## config.mk

```make
export PLATFORM = sky130hd
export DESIGN_NAME = octave_mode_ctrl
export DESIGN_NICKNAME = d
export VERILOG_FILES = /design/src/rtl/octave_mode_ctrl.sv
export SDC_FILE = /design/constraint.sdc
export NUM_CORES = 1
export LEC_CHECK = 0
export ABC_AREA = 0
export ABC_CLOCK_PERIOD_IN_PS = 5150
export BUFFER_PORTS_ARGS = -buffer_cell sky130_fd_sc_hd__buf_2
export CAP_MARGIN = 20
export CORE_AREA = 8 8 45 47
export DETAILED_ROUTE_END_ITERATION = 16
export DIE_AREA = 0 0 53 55
export PLACE_DENSITY = 0.73
export SETUP_SLACK_MARGIN = 0.02
export SYNTH_ARGS = -nofsm -noshare
export SYNTH_HDL_FRONTEND = slang
export SYNTH_SLANG_ARGS = --single-unit
```

## constraint.sdc

```tcl
create_clock -name clk -period 5.15 [get_ports clk]
set_input_delay 0.515 -clock clk [delete_from_list [all_inputs] [get_ports clk]]
set_output_delay 0.515 -clock clk [all_outputs]
set_load 0.1 [all_outputs]
```

## src/rtl/octave_mode_ctrl.sv

```systemverilog
// Octave / waveform-mode settings controller.
// Consumes one-cycle keypad pulses and keeps a saturating octave counter plus a
// four-state cyclic waveform-mode FSM. Every output is registered, including the
// signed offset from the reset octave, the limit flags and the change strobe.
//
// Mode FSM states:
//   state          | meaning
//   MODE_SQUARE    | square wave (2'b00), reset state
//   MODE_SAW       | sawtooth wave (2'b01)
//   MODE_TRIANGLE  | triangle wave (2'b10)
//   MODE_SINE      | sine wave (2'b11), wraps back to MODE_SQUARE
module octave_mode_ctrl #(
    parameter int OCT_W     = 3,
    parameter int OCT_MIN   = 0,
    parameter int OCT_MAX   = 7,
    parameter int OCT_RESET = 4
) (
    input  logic             clk,
    input  logic             rst,
    input  logic             modekey,
    input  logic             octive_up,
    input  logic             octive_down,
    output logic [OCT_W-1:0] octave,
    output logic [OCT_W:0]   octave_delta,
    output logic [1:0]       mode,
    output logic             at_max,
    output logic             at_min,
    output logic             settings_changed
);

    typedef enum logic [1:0] {
        MODE_SQUARE   = 2'b00,
        MODE_SAW      = 2'b01,
        MODE_TRIANGLE = 2'b10,
        MODE_SINE     = 2'b11
    } mode_t;

    localparam logic [OCT_W-1:0] OCT_MIN_V   = OCT_W'(OCT_MIN);
    localparam logic [OCT_W-1:0] OCT_MAX_V   = OCT_W'(OCT_MAX);
    localparam logic [OCT_W-1:0] OCT_RESET_V = OCT_W'(OCT_RESET);
    // Reset octave widened by one bit so the delta subtraction stays in range.
    localparam logic [OCT_W:0]   OCT_RESET_X = {1'b0, OCT_RESET_V};
    localparam logic             RST_AT_MAX  = (OCT_RESET == OCT_MAX);
    localparam logic             RST_AT_MIN  = (OCT_RESET == OCT_MIN);

    logic [OCT_W-1:0] octave_q, octave_d;
    logic [OCT_W:0]   delta_q, delta_d;
    mode_t            mode_q, mode_d;
    logic             at_max_q, at_max_d;
    logic             at_min_q, at_min_d;
    logic             changed_q, changed_d;

    // Next-state: saturating octave step, cyclic mode advance, derived flags.
    always_comb begin
        octave_d = octave_q;
        mode_d   = mode_q;

        // Simultaneous up and down cancel, so only the exclusive cases move.
        unique case ({octive_up, octive_down})
            2'b10: if (octave_q < OCT_MAX_V) octave_d = octave_q + 1'b1;
            2'b01: if (octave_q > OCT_MIN_V) octave_d = octave_q - 1'b1;
            default: octave_d = octave_q;
        endcase

        if (modekey) begin
            unique case (mode_q)
                MODE_SQUARE:   mode_d = MODE_SAW;
                MODE_SAW:      mode_d = MODE_TRIANGLE;
                MODE_TRIANGLE: mode_d = MODE_SINE;
                default:       mode_d = MODE_SQUARE;
            endcase
        end

        delta_d   = {1'b0, octave_d} - OCT_RESET_X;
        at_max_d  = (octave_d == OCT_MAX_V);
        at_min_d  = (octave_d == OCT_MIN_V);
        // Strobe only on a real value change; saturated or cancelled presses are silent.
        changed_d = (octave_d != octave_q) || (mode_d != mode_q);
    end

    // State and registered outputs; reset overrides any pulse in the same cycle.
    always_ff @(posedge clk) begin
        if (rst) begin
            octave_q  <= OCT_RESET_V;
            delta_q   <= '0;
            mode_q    <= MODE_SQUARE;
            at_max_q  <= RST_AT_MAX;
            at_min_q  <= RST_AT_MIN;
            changed_q <= 1'b0;
        end else begin
            octave_q  <= octave_d;
            delta_q   <= delta_d;
            mode_q    <= mode_d;
            at_max_q  <= at_max_d;
            at_min_q  <= at_min_d;
            changed_q <= changed_d;
        end
    end

    assign octave           = octave_q;
    assign octave_delta     = delta_q;
    assign mode             = mode_q;
    assign at_max           = at_max_q;
    assign at_min           = at_min_q;
    assign settings_changed = changed_q;

endmodule

```

After elaboration in Yosys (flattened, before gate mapping)
Cells that the tools add are included.
{"block": "totals", "reg_bits": 12, "latch_bits": 0, "ram_bits": 0, "mem_bits_ro": 0, "inputBits": 5, "word_cells": 26, "memories": 0}
{"block": "op_classes", "add_sub_neg": 3, "mul": 0, "div_mod_pow": 0, "order_cmp": 2, "n_eq_ne": 7, "shift": 0, "muxes": 5, "bitwise_logic": 0, "n_reduce_logical": 3}
{"operator": "$mux W3", "n": 2}
{"operator": "$pmux W2 S3", "n": 1}
{"operator": "$pmux W3 S2", "n": 1}
{"operator": "$eq A2 B1 Y1 const B", "n": 2}
{"operator": "$eq A2 B2 Y1 const B", "n": 2}
{"operator": "$sub A3 B3 Y4 const B", "n": 1}
{"operator": "$add A3 B1 Y3 const B", "n": 1}
{"operator": "$eq A3 B3 Y1 const B", "n": 1}
{"operator": "$gt A3 B1 Y1 const B", "n": 1}
{"operator": "$logic_not A3 Y1", "n": 1}
{"operator": "$lt A3 B3 Y1 const B", "n": 1}
{"operator": "$ne A3 B3 Y1", "n": 1}
{"operator": "$sub A3 B1 Y3 const B", "n": 1}
{"operator": "$logic_not A2 Y1", "n": 1}
{"operator": "$mux W2", "n": 1}
{"operator": "$ne A2 B2 Y1", "n": 1}
{"operator": "$logic_or A1 B1 Y1", "n": 1}

Logic depth before layout (Yosys ltp)
{"block": "depth", "word_depth": 5, "depth_mapped": 9, "ltp_nobuf": 8}

Worst setup path before layout
No wires, ideal clock.
{"block": "synth_path", "path_kind": "register to register", "startpoint": "register octave_q[1] (netlist: octave[1])", "endpoint": "register changed_q (netlist: settings_changed)", "arrival_time_ns": 2.474, "required_time_ns": 5.092, "path_slack_ns": 2.619, "path_stages_with_launch": 8, "path_buffers": 0, "path_cell_list": "dfxtp_1 > inv_1 > ha_1 > and3b_1 > or2_0 > or3_1 > a31oi_1 > a211o_1"}
{"block": "synth_between", "elab_chain_cells": 5, "word_cells_on_any_way": 9, "cone_classes": "add/sub (2); order compare (2); eq/ne (1); mux (3); reduce/logical (1)"}
{"element": "start: declaration", "line": "46", "text": "logic [OCT_W-1:0] octave_q, octave_d;"}
{"element": "start signal: assignment", "line": "91", "text": "octave_q <= octave_d;"}
{"element": "$sub A3 B1 Y3 (tied with other cells)", "line": "61", "text": "2'b01: if (octave_q > OCT_MIN_V) octave_d = octave_q - 1'b1;"}
{"element": "$mux W3 (on tied branches)", "line": "61, 60"}
{"element": "$pmux W3 S2", "line": "59", "text": "unique case ({octive_up, octive_down})"}
{"element": "$ne A3 B3 Y1 (*)", "line": "78", "text": "changed_d = (octave_d != octave_q) || (mode_d != mode_q);"}
{"element": "$logic_or A1 B1 Y1 (*)", "line": "78"}
{"element": "end signal: assignment", "line": "96", "text": "changed_q <= changed_d;"}
{"element": "end: declaration", "line": "51", "text": "logic changed_q, changed_d;"}
Every way passes the cells marked *; elsewhere a longest branch is shown, timed or not.
A chain may end at the register's enable or synchronous reset.

Final worst setup path
Same ends and word-level chain as after synthesis.

==> flow_summary_export.csv <==
group,metric,value,unit
setup_path,r2r_cells,7,
die,die-area,2920,µm²
timing,max_freq,505,MHz
clocking,numCtsBuffers,3,
drt,drtAntennaViolNets,0,
yosys,ys_types,36,
setup_path,criticalPathCategory,"flop to flop",
power_and_ir_drop,report.power.total,0.258,mW
timing,report.final.slew_viol_count,0,
timing,finalSetupViolCount,0,
clocking,root_buffer,"clkbuf_4",
global_route,antenna_found_initial,0,
yosys,syn_nets,85,
clocking,h-tree-depth,1,
die,dieHeight,55,µm
timing,worst_clock_skew,0.00200,ns
global_route,use_met1,10.4,%
yosys,synth_top_flop_cell,"dfxtp_1",
setup_path,rrSetupSlack,3.17,ns
yosys,yosys_warnings,0,
placed_design,portBuffers,16,
power_and_ir_drop,power_density,361,nW/µm²
setup_path,rr_startpoint,"octave[1]",
global_route,grt_max_degree,13,
yosys,synthesis.area,628,µm²
global_route,grt_util_met2,17.2,%
setup_path,critPathLaunchType,"flop",
yosys,async_flop_share,0,%
worst_hold_path,min_to,"mode[0]",
setup_path,endpoint_kind,"flop",
placed_design,place_congestion,0.773,
timing,tightest_slew,0.490,ns
drt,avgRoutedWirePerCell,12.0,µm
drt,via_per_inst,5.41,
drt,dr.pass1.iters,4,
clocking,cts_setup_buffers,0,
global_route,grt_pass1_vias,551,
worst_hold_path,hold_start,"modekey",
yosys,seq_area_frac_synth,28.7,%
setup_path,critPathMaxFanout,9,
setup_path,arrival,2.17,ns
die,start_util,45.4,%
yosys,synth-seq-cells,9,
power_and_ir_drop,ir_worst_vdd,258,µV
yosys,syn_inst,73,
die,design.core.area,1380,µm²
timing,hold_ws,0.503,ns
final_layout,fin_nets,101,
clocking,clock_path_buffers,2,
flow_run,maxCapViolCount,0,
timing,tns,0,ns
status,status,"completed",
timing,post-route-period-util,38.4,%
yosys,avgSynthCellArea,8.60,µm²
die,io-pin-count,17,
drt,vias,563,
global_route,grt.met3_usage,3.74,%
clocking,clk_pin_slew,0.05,ns
timing,rsz0062_at_grt,"no",
drt,wirelength,1250,µm
global_route,busiest_layer,"met2",
final_layout,drive_above_1_share,28.4,%
timing,slew_headroom,67.6,%
clocking,cts_tree,"yes",
setup_path,r2r_end,"settings_changed",
timing,fin_ws,3.17,ns
placed_design,hpwl,998,µm
placed_design,placed_area,687,µm²
drt,drt_iter0_markers,15,
power_and_ir_drop,p_leak,0.360,nW
setup_path,critPathRequiredTime,5.34,ns
global_route,grt_pass1_wl,2180,µm
die,rows,14,
final_layout,area_growth,13.5,%
timing,hold_viol,0,
drt,drc_errors,0,
final_layout,stdcell_area,713,µm²
timing,fin_crit,1.98,ns
placed_design,pre_cts_slack,3.01,ns
clocking,numClockSinks,9,
yosys,synth_edf_count,0,
worst_hold_path,hold_path_class,"input pin to flop",
final_layout,diodes,0,
clocking,clk-insertion-delay-late,0.25,ns
die,fp.dieW,53,µm
clocking,cts_resized,0,
clocking,hold_buffers,0,
global_route,grt_overflow,0,
worst_hold_path,min_path_cells,2,
global_route,track_usage,9.47,%
==> stage by stage <==
stage	utilization [%]	cells
floorplan	-	73
global placement	49.6	100
detailed placement	49.6	100
CTS	51.5	104
global route	51.5	104
finish	51.5	104
==> cell usage in the layout, fill, tap and decap left out, drive strengths merged <==
cell    instances
a21o            1
a21oi           3
o21ai           3
or2             1
nand2b          1
a221o           1
o32a            1
xnor2           1
and3b           1
nand4           1
nor3            1
ha              7
or3             1
inv             9
clkbuf          4
a211oi          1
o31ai           2
xor2            1
nor2b           2
nor2            5
nand3b          1
nand2           3
nor4            1
a31o            1
mux2i           1
dfxtp           9
buf            16
a31oi           3
a311oi          1
and3            2
a211o           2
or4b            1
==> cells by family (layout without fill, tap and decap cells) <==
kind of cell / count (synthesis) / count (layout) / synth area share (%)
and+or+nand+nor: 21 / 21 / 19.1
DFF: 9 / 9 / 28.7
xor gates and xnor gates: 2 / 2 / 2.79
adders and majority gates: 7 / 7 / 13.9
muxes: 1 / 1 / 1.59
AOI/OAI and AO/OA: 19 / 19 / 21.9
buffers and inverters: 14 / 29 / 12.0
==> flip-flops by register name, indices dropped and copies added, names as in the netlist <==
register	cells
at_min	1
at_max	1
octave_delta	1
octave	3
settings_changed	1
mode	2
==> layout make-up <==
class / instances / area [µm²]
Fill cell: 139 / 671
Multi-Input combinational cell: 50 / 373
Sequential cell: 9 / 180
Timing Repair Buffer: 16 / 80.1
Inverter: 9 / 33.8
Clock buffer: 4 / 26.3
Tap cell: 16 / 20.0
==> metal layers <==
layer  vias to the layer above  part of all wire, %  routed length, µm
met5                         -                    0                  0
met4                         0                    0                  0
met3                         0                  5.8                 72
met2                        13                   48                596
met1                       259                   47                582
li1                        291                    -                  -
==> where the power goes <==
group	switching (mW)	total (mW)	leakage, nW	internal, mW
Sequential	0.00780	0.0848	0.0744	0.0770
Combinational	0.0950	0.123	0.271	0.0282
Clock	0.0202	0.0497	0.0150	0.0296
Total	0.123	0.258	0.360	0.135
==> Yosys cell counts, types with 2 or more instances <==
library cell	instances	share of area [%]
o31ai_1	2	2.4
dfxtp_1	9	29
a21oi_1	3	2.4
nor2b_1	2	2.0
nand2_1	3	1.8
buf_4	3	3.6
and3_1	2	2.0
inv_1	8	4.8
nor2_1	4	2.4
o21ai_1	3	2.4
ha_1	7	14
a31oi_1	3	3.0
==> worst max-delay path by stage <==
stage	from	to	slack, ns	depth (start not counted)
after global placement	octive_up	at_min	3.04	9
after floorplan	octave[1]	settings_changed	2.62	7
after detailed placement	octive_up	at_min	3.01	9
after CTS	octave[1]	settings_changed	3.17	7
after global routing	octave[1]	settings_changed	2.99	7
final	octave[1]	settings_changed	3.17	7
==> worst max-delay path, cell delays in order, from the launching register on <==
cell,delay [ns]
dfxtp_1,0.48
inv_1,0.14
ha_1,0.23
and3b_1,0.17
or2_0,0.23
or3_1,0.37
a31oi_1,0.17
a211o_1,0.12
No activity file was read; power rests on OpenSTA's default activity.
